===== src/rtl/screen_sequencer_if.sv =====
// Signal bundle between the game logic / palette pixel path and the screen sequencer.
// The master drives events and palette pixels. The slave returns faded RGB and screen control.
interface screen_sequencer_if;
    logic       frame_start;
    logic       start_btn;
    logic       player_dead;
    logic       level_clear;
    logic       blank;
    logic [3:0] pal_red;
    logic [3:0] pal_green;
    logic [3:0] pal_blue;
    logic [3:0] red;
    logic [3:0] green;
    logic [3:0] blue;
    logic [1:0] screen_sel;
    logic [4:0] fade_level;
    logic       game_run;
    logic       level_advance;

    modport master (
        output frame_start, start_btn, player_dead, level_clear, blank,
        output pal_red, pal_green, pal_blue,
        input  red, green, blue, screen_sel, fade_level, game_run, level_advance
    );

    modport slave (
        input  frame_start, start_btn, player_dead, level_clear, blank,
        input  pal_red, pal_green, pal_blue,
        output red, green, blue, screen_sel, fade_level, game_run, level_advance
    );
endinterface


===== src/rtl/screen_sequencer.sv =====
// Display-phase controller: steps title/play/game-over/win screens with a frame-counted
// fade-out/fade-in, and applies the fade to the palette colour feeding the VGA register.
module screen_sequencer #(
    parameter int FADE_STEP_FRAMES = 1,
    parameter int HOLD_FRAMES      = 180
) (
    input  logic              vga_clk,
    input  logic              reset_n,
    screen_sequencer_if.slave bus
);

    localparam int SW = (FADE_STEP_FRAMES > 1) ? $clog2(FADE_STEP_FRAMES) : 1;
    localparam int HW = (HOLD_FRAMES > 0) ? $clog2(HOLD_FRAMES + 1) : 1;
    localparam logic [SW-1:0] STEP_LAST = SW'(FADE_STEP_FRAMES - 1);
    localparam logic [HW-1:0] HOLD_LAST = HW'(HOLD_FRAMES);

    localparam logic [1:0] SCR_TITLE    = 2'd0;
    localparam logic [1:0] SCR_PLAY     = 2'd1;
    localparam logic [1:0] SCR_GAMEOVER = 2'd2;
    localparam logic [1:0] SCR_WIN      = 2'd3;

    typedef enum logic [2:0] {
        ST_TITLE,
        ST_PLAY,
        ST_GAMEOVER,
        ST_WIN,
        ST_FADE_OUT,
        ST_FADE_IN
    } state_t;

    state_t        state_reg;
    logic [1:0]    target_reg;
    logic [1:0]    screen_sel_reg;
    logic [4:0]    fade_reg;
    logic          game_run_reg;
    logic          level_advance_reg;
    logic [SW-1:0] step_reg;
    logic [HW-1:0] hold_reg;
    logic          start_prev_reg;
    logic [3:0]    red_reg;
    logic [3:0]    green_reg;
    logic [3:0]    blue_reg;

    logic start_edge;
    logic hold_expired;

    assign start_edge   = bus.start_btn & ~start_prev_reg;
    assign hold_expired = (hold_reg == HOLD_LAST);

    // (c * fade) >> 4; 15 * 16 fits in 8 bits, so the 9-bit product never overflows.
    function automatic logic [3:0] fade_chan(input logic [3:0] c, input logic [4:0] f);
        return 4'((9'(c) * 9'(f)) >> 4);
    endfunction

    function automatic state_t screen_state(input logic [1:0] sel);
        case (sel)
            SCR_PLAY:     return ST_PLAY;
            SCR_GAMEOVER: return ST_GAMEOVER;
            SCR_WIN:      return ST_WIN;
            default:      return ST_TITLE;
        endcase
    endfunction

    always_ff @(posedge vga_clk or negedge reset_n) begin
        if (!reset_n) begin
            state_reg         <= ST_TITLE;
            target_reg        <= SCR_TITLE;
            screen_sel_reg    <= SCR_TITLE;
            fade_reg          <= 5'd16;
            game_run_reg      <= 1'b0;
            level_advance_reg <= 1'b0;
            step_reg          <= '0;
            hold_reg          <= '0;
            start_prev_reg    <= 1'b0;
            red_reg           <= '0;
            green_reg         <= '0;
            blue_reg          <= '0;
        end else begin
            start_prev_reg    <= bus.start_btn;
            level_advance_reg <= 1'b0;
            red_reg           <= bus.blank ? fade_chan(bus.pal_red,   fade_reg) : 4'd0;
            green_reg         <= bus.blank ? fade_chan(bus.pal_green, fade_reg) : 4'd0;
            blue_reg          <= bus.blank ? fade_chan(bus.pal_blue,  fade_reg) : 4'd0;

            // Every state change below also clears the step and hold counters.
            case (state_reg)
                ST_TITLE: begin
                    if (start_edge) begin
                        target_reg <= SCR_PLAY;
                        state_reg  <= ST_FADE_OUT;
                        step_reg   <= '0;
                        hold_reg   <= '0;
                    end
                end
                ST_PLAY: begin
                    if (bus.level_clear || bus.player_dead) begin
                        target_reg   <= bus.level_clear ? SCR_WIN : SCR_GAMEOVER;
                        state_reg    <= ST_FADE_OUT;
                        game_run_reg <= 1'b0;
                        step_reg     <= '0;
                        hold_reg     <= '0;
                    end
                end
                ST_GAMEOVER: begin
                    if (hold_expired && start_edge) begin
                        target_reg <= SCR_TITLE;
                        state_reg  <= ST_FADE_OUT;
                        step_reg   <= '0;
                        hold_reg   <= '0;
                    end else if (bus.frame_start && !hold_expired) begin
                        hold_reg <= hold_reg + 1'b1;
                    end
                end
                ST_WIN: begin
                    if (hold_expired) begin
                        target_reg        <= SCR_PLAY;
                        level_advance_reg <= 1'b1;
                        state_reg         <= ST_FADE_OUT;
                        step_reg          <= '0;
                        hold_reg          <= '0;
                    end else if (bus.frame_start) begin
                        hold_reg <= hold_reg + 1'b1;
                    end
                end
                ST_FADE_OUT: begin
                    if (bus.frame_start) begin
                        if (step_reg == STEP_LAST) begin
                            step_reg <= '0;
                            fade_reg <= fade_reg - 5'd1;
                            // Screen swaps only at full black.
                            if (fade_reg == 5'd1) begin
                                screen_sel_reg <= target_reg;
                                state_reg      <= ST_FADE_IN;
                                hold_reg       <= '0;
                            end
                        end else begin
                            step_reg <= step_reg + 1'b1;
                        end
                    end
                end
                ST_FADE_IN: begin
                    if (bus.frame_start) begin
                        if (step_reg == STEP_LAST) begin
                            step_reg <= '0;
                            fade_reg <= fade_reg + 5'd1;
                            if (fade_reg == 5'd15) begin
                                state_reg    <= screen_state(screen_sel_reg);
                                game_run_reg <= (screen_sel_reg == SCR_PLAY);
                                hold_reg     <= '0;
                            end
                        end else begin
                            step_reg <= step_reg + 1'b1;
                        end
                    end
                end
                default: begin
                    state_reg <= ST_TITLE;
                    step_reg  <= '0;
                    hold_reg  <= '0;
                end
            endcase
        end
    end

    assign bus.red           = red_reg;
    assign bus.green         = green_reg;
    assign bus.blue          = blue_reg;
    assign bus.screen_sel    = screen_sel_reg;
    assign bus.fade_level    = fade_reg;
    assign bus.game_run      = game_run_reg;
    assign bus.level_advance = level_advance_reg;

endmodule


===== src/flat_wrapper.sv =====
// flat-port wrapper written by rule: the top's interface ports become plain ports
module screen_sequencer_flat 
#(
    parameter int FADE_STEP_FRAMES = 1,
    parameter int HOLD_FRAMES      = 180
)
  (vga_clk, reset_n, bus_frame_start, bus_start_btn, bus_player_dead, bus_level_clear, bus_blank, bus_pal_red, bus_pal_green, bus_pal_blue, bus_red, bus_green, bus_blue, bus_screen_sel, bus_fade_level, bus_game_run, bus_level_advance);
  screen_sequencer_if bus_i ();
  input  logic vga_clk;
  input  logic reset_n;
  input wire logic [$bits(bus_i.frame_start)-1:0] bus_frame_start;
  input wire logic [$bits(bus_i.start_btn)-1:0] bus_start_btn;
  input wire logic [$bits(bus_i.player_dead)-1:0] bus_player_dead;
  input wire logic [$bits(bus_i.level_clear)-1:0] bus_level_clear;
  input wire logic [$bits(bus_i.blank)-1:0] bus_blank;
  input wire logic [$bits(bus_i.pal_red)-1:0] bus_pal_red;
  input wire logic [$bits(bus_i.pal_green)-1:0] bus_pal_green;
  input wire logic [$bits(bus_i.pal_blue)-1:0] bus_pal_blue;
  output wire logic [$bits(bus_i.red)-1:0] bus_red;
  output wire logic [$bits(bus_i.green)-1:0] bus_green;
  output wire logic [$bits(bus_i.blue)-1:0] bus_blue;
  output wire logic [$bits(bus_i.screen_sel)-1:0] bus_screen_sel;
  output wire logic [$bits(bus_i.fade_level)-1:0] bus_fade_level;
  output wire logic [$bits(bus_i.game_run)-1:0] bus_game_run;
  output wire logic [$bits(bus_i.level_advance)-1:0] bus_level_advance;
  assign bus_i.frame_start = bus_frame_start;
  assign bus_i.start_btn = bus_start_btn;
  assign bus_i.player_dead = bus_player_dead;
  assign bus_i.level_clear = bus_level_clear;
  assign bus_i.blank = bus_blank;
  assign bus_i.pal_red = bus_pal_red;
  assign bus_i.pal_green = bus_pal_green;
  assign bus_i.pal_blue = bus_pal_blue;
  assign bus_red = bus_i.red;
  assign bus_green = bus_i.green;
  assign bus_blue = bus_i.blue;
  assign bus_screen_sel = bus_i.screen_sel;
  assign bus_fade_level = bus_i.fade_level;
  assign bus_game_run = bus_i.game_run;
  assign bus_level_advance = bus_i.level_advance;
  screen_sequencer #(.FADE_STEP_FRAMES(FADE_STEP_FRAMES), .HOLD_FRAMES(HOLD_FRAMES)) u_core (.vga_clk(vga_clk), .reset_n(reset_n), .bus(bus_i));
endmodule

===== config.mk =====
export PLATFORM = sky130hd
export DESIGN_NAME = screen_sequencer_flat
export DESIGN_NICKNAME = d
export VERILOG_FILES = /design/src/rtl/screen_sequencer_if.sv /design/src/rtl/screen_sequencer.sv /design/src/flat_wrapper.sv
export SDC_FILE = /design/constraint.sdc
export NUM_CORES = 1
export LEC_CHECK = 0
export CORE_MARGIN = 4
export CORE_UTILIZATION = 56
export DETAILED_ROUTE_END_ITERATION = 16
export PLACE_DENSITY = 0.81
export SYNTH_ARGS = -nofsm -noshare
export SYNTH_HDL_FRONTEND = slang
export SYNTH_SLANG_ARGS = --single-unit

===== constraint.sdc =====
create_clock -name vga_clk -period 4.15 [get_ports vga_clk]
set_input_delay 0.6225 -clock vga_clk [delete_from_list [all_inputs] [get_ports vga_clk]]
set_output_delay 0.6225 -clock vga_clk [all_outputs]
set_load 0.05 [all_outputs]

==> impl_metrics.toml <==
[run_status]
status = "finished, final reports clean"

[clock_network]
cts_tree = "done"
cts_resized = 0
cts_made_buffers = 5
clkTransAtPathRegs_ps = 70
cts_max_level = 2
cts_setup_buffers = 0
ctsHoldBuffers = 0
clockBufferDepth = 2
cts_root_buf = "clkbuf_8"
clk_latency_ps = 290
clock_sinks = 35

[sta]
rsz0062_at_grt = "false"
skew_ps = 4.71
setup_viol = 0
drv_slew = 0
slew_headroom = 0.479
post-route-min-period_ps = 3580
setup_tns_ps = 0
hold_viol = 0
clock.fmax_mhz = 280
fin_crit_sh = 0.862
tightest_slew_ps = 781

[floorplanning]
die_w_um = 81.6
die_area_mm2 = 0.00666
num_io_pins = 40
rows = 26
die_y_um = 81.6
start_util = 0.587
coreArea_mm2 = 0.00517

[detailed_routing]
vias = 2377
wirelength_um = 6080
route.antenna.remaining_nets = 0
drc_errors = 0
wl_per_cell_um = 14.3
drtPass1Iterations = 4
drt-initial-drc-count = 109
vias_per_cell = 5.59

[setup_path]
arrival_ps = 3760
crit_path_cell_trace = "clkdlybuf4s50_1, and2_1, fa_1, inv_1, fa_1, inv_1, ha_1, and3_1, a221o_1, a21oi_1, xnor2_1, and2_1"
path_buf_inv = 3
critPathKind = "in2reg"
endpoint_kind = "flop"
crit_path_start_kind = "input pin"
cp_data_required_time_ps = 4330
slowest_stage = "fa_1"
crit_fanout = 5
max_stage_delay_ps = 540
crit_family = "adder cells"

[power]
p_per_area_mw_per_mm2 = 751
p_leak_nw = 1.68
combPwrFrac = 0.659
swShare = 0.489
p_int_w = 0.00137
seqPwrFrac = 0.238
p_clk_frac = 0.103
ir_drop_v = 0.000486
switchingPower_w = 0.00131

[synthesis]
synth.area.top_cells = "dfrtp_1, ha_1, fa_1"
netlist_area_mm2 = 0.00303
postSynthCellCount = 318
post-synth-top-count-cell = "and2_1"
synthFlopType = "dfrtp_1"
avgSynthCellArea_um2 = 9.54
yosys-top-cells-count = "and2_1, dfrtp_1, ha_1, nand2_1, inv_1"
yosysUniqueCellTypes = 48
yosys.area.top_type = "dfrtp_1"
synthesis.nets = 385
synth_edf_count = 0
synth_warnings = 0
yosysSeqAreaShare = 0.289
synth_top_area_share = 0.280
ys_ff_latch = 35
postSynth.asyncResetShare = 1.00

[worst_hold_path]
worst_hold_path_type = "in2async"

[flow_run]
max-cap-violations = 0

[finish]
layout-drive-gt1-share = 0.0789
diodes = 0
fin_nets = 421
area_delta_synth_final_pct = 17.6
utilization = 0.690
largest_reg_flops = 8

[global_route]
antenna_found_initial = 0
grt_pass1_vias = 2370
grt-ovfl-total = 0
grt_use_total = 0.203
grt_max_degree = 36
grt_pass1_wl_um = 10600

[placement]
routabilityCongestion = 0.775
hpwlAfterDp_um = 4610
numPortBuffers = 39
## per-stage QoR
| stage | hold WS (ps) | total power, W | instances | setup slack [ps] | instance area (um^2) |
|---|---|---|---|---|---|
| final | 410 | 0.00268 | 425 | 573 | 3570 |
| after global routing | 480 | 0.00294 | 425 | 416 | 3570 |
| after CTS | 437 | 0.00270 | 425 | 570 | 3570 |
| after detailed placement | 483 | 0.00241 | 417 | 266 | 3460 |
| after global placement | 481 | 0.00234 | 417 | 309 | 3460 |
| after floorplan | 327 | 0.00196 | 318 | 525 | 3030 |
## per-layer routing
| layer | GRT usage | part of all wire | vias to the layer above |
|---|---|---|---|
| li1 | - | - | 1158 |
| met1 | 0.248 | 0.44 | 1173 |
| met2 | 0.367 | 0.52 | 40 |
| met3 | 0.0351 | 0.031 | 6 |
| met4 | 0.0598 | 0.011 | 0 |
| met5 | 0 | 0 | - |
## layout make-up
class	count	area, um^2
clock buffers	7	96.3
fillers	406	1600
clock inverters	1	7.51
well taps	70	87.6
flip-flops and latches	35	877
repair buffers	41	400
inverters	26	97.6
multi-input cells	245	2000
## power by group through the flow
| stage | sequential (W) | clock, W | combinational (W) |
|---|---|---|---|
| 6_report | 0.000637 | 0.000277 | 0.00176 |
| 4_1_cts | 0.000634 | 0.000283 | 0.00178 |
| 2_1_floorplan | 0.000814 | 0 | 0.00115 |
| 5_1_grt | 0.000657 | 0.000302 | 0.00198 |
| 3_3_place_gp | 0.000639 | 0 | 0.00170 |
| 3_5_place_dp | 0.000639 | 0 | 0.00177 |
## logic make-up after synthesis
logic type / count (synthesis) / synth area share
and+or+nand+nor: 120 / 0.227
AOI/OAI and AO/OA: 50 / 0.113
adders and majority gates: 48 / 0.235
buffers and inverters: 38 / 0.0511
DFF: 35 / 0.289
xor gates and xnor gates: 19 / 0.0548
muxes: 8 / 0.0297
## cell usage in the layout, fill, tap and decap left out, types with 3 or more instances in the layout
master           count
xor2_1               6
inv_1               26
xnor2_1             13
clkdlybuf4s50_1     38
nand2_1             32
and4_1               4
fa_1                15
and3b_1              3
nor3_1               6
and2_1              36
ha_1                33
a31oi_1              4
or2_2                3
and3_1               4
a22o_1               4
nand3_1             10
a221o_1              3
clkbuf_8             7
dfrtp_1             34
nor2_1               6
a21oi_1             15
mux2_2               4
o21ai_0             13
mux2i_1              3
## final timing paths
kind / start / end / slack, ps / cells past startpoint
setup / recovery: bus_pal_green[3] / u_core.bus.green[2] / 570 / 12
hold / removal: reset_n / u_core.hold_reg[3] / 410 / 1
setup reg to reg: u_core.bus.fade_level[1] / u_core.bus.red[2] / 650 / 11
hold reg to reg: u_core.target_reg[1] / u_core.target_reg[1] / 500 / 2
max in group asynchronous: reset_n / u_core.hold_reg[2] / 3250 / 1
min in group vga_clk: u_core.target_reg[1] / u_core.target_reg[1] / 500 / 2
Note: power is estimated with default switching activity, not from simulation.
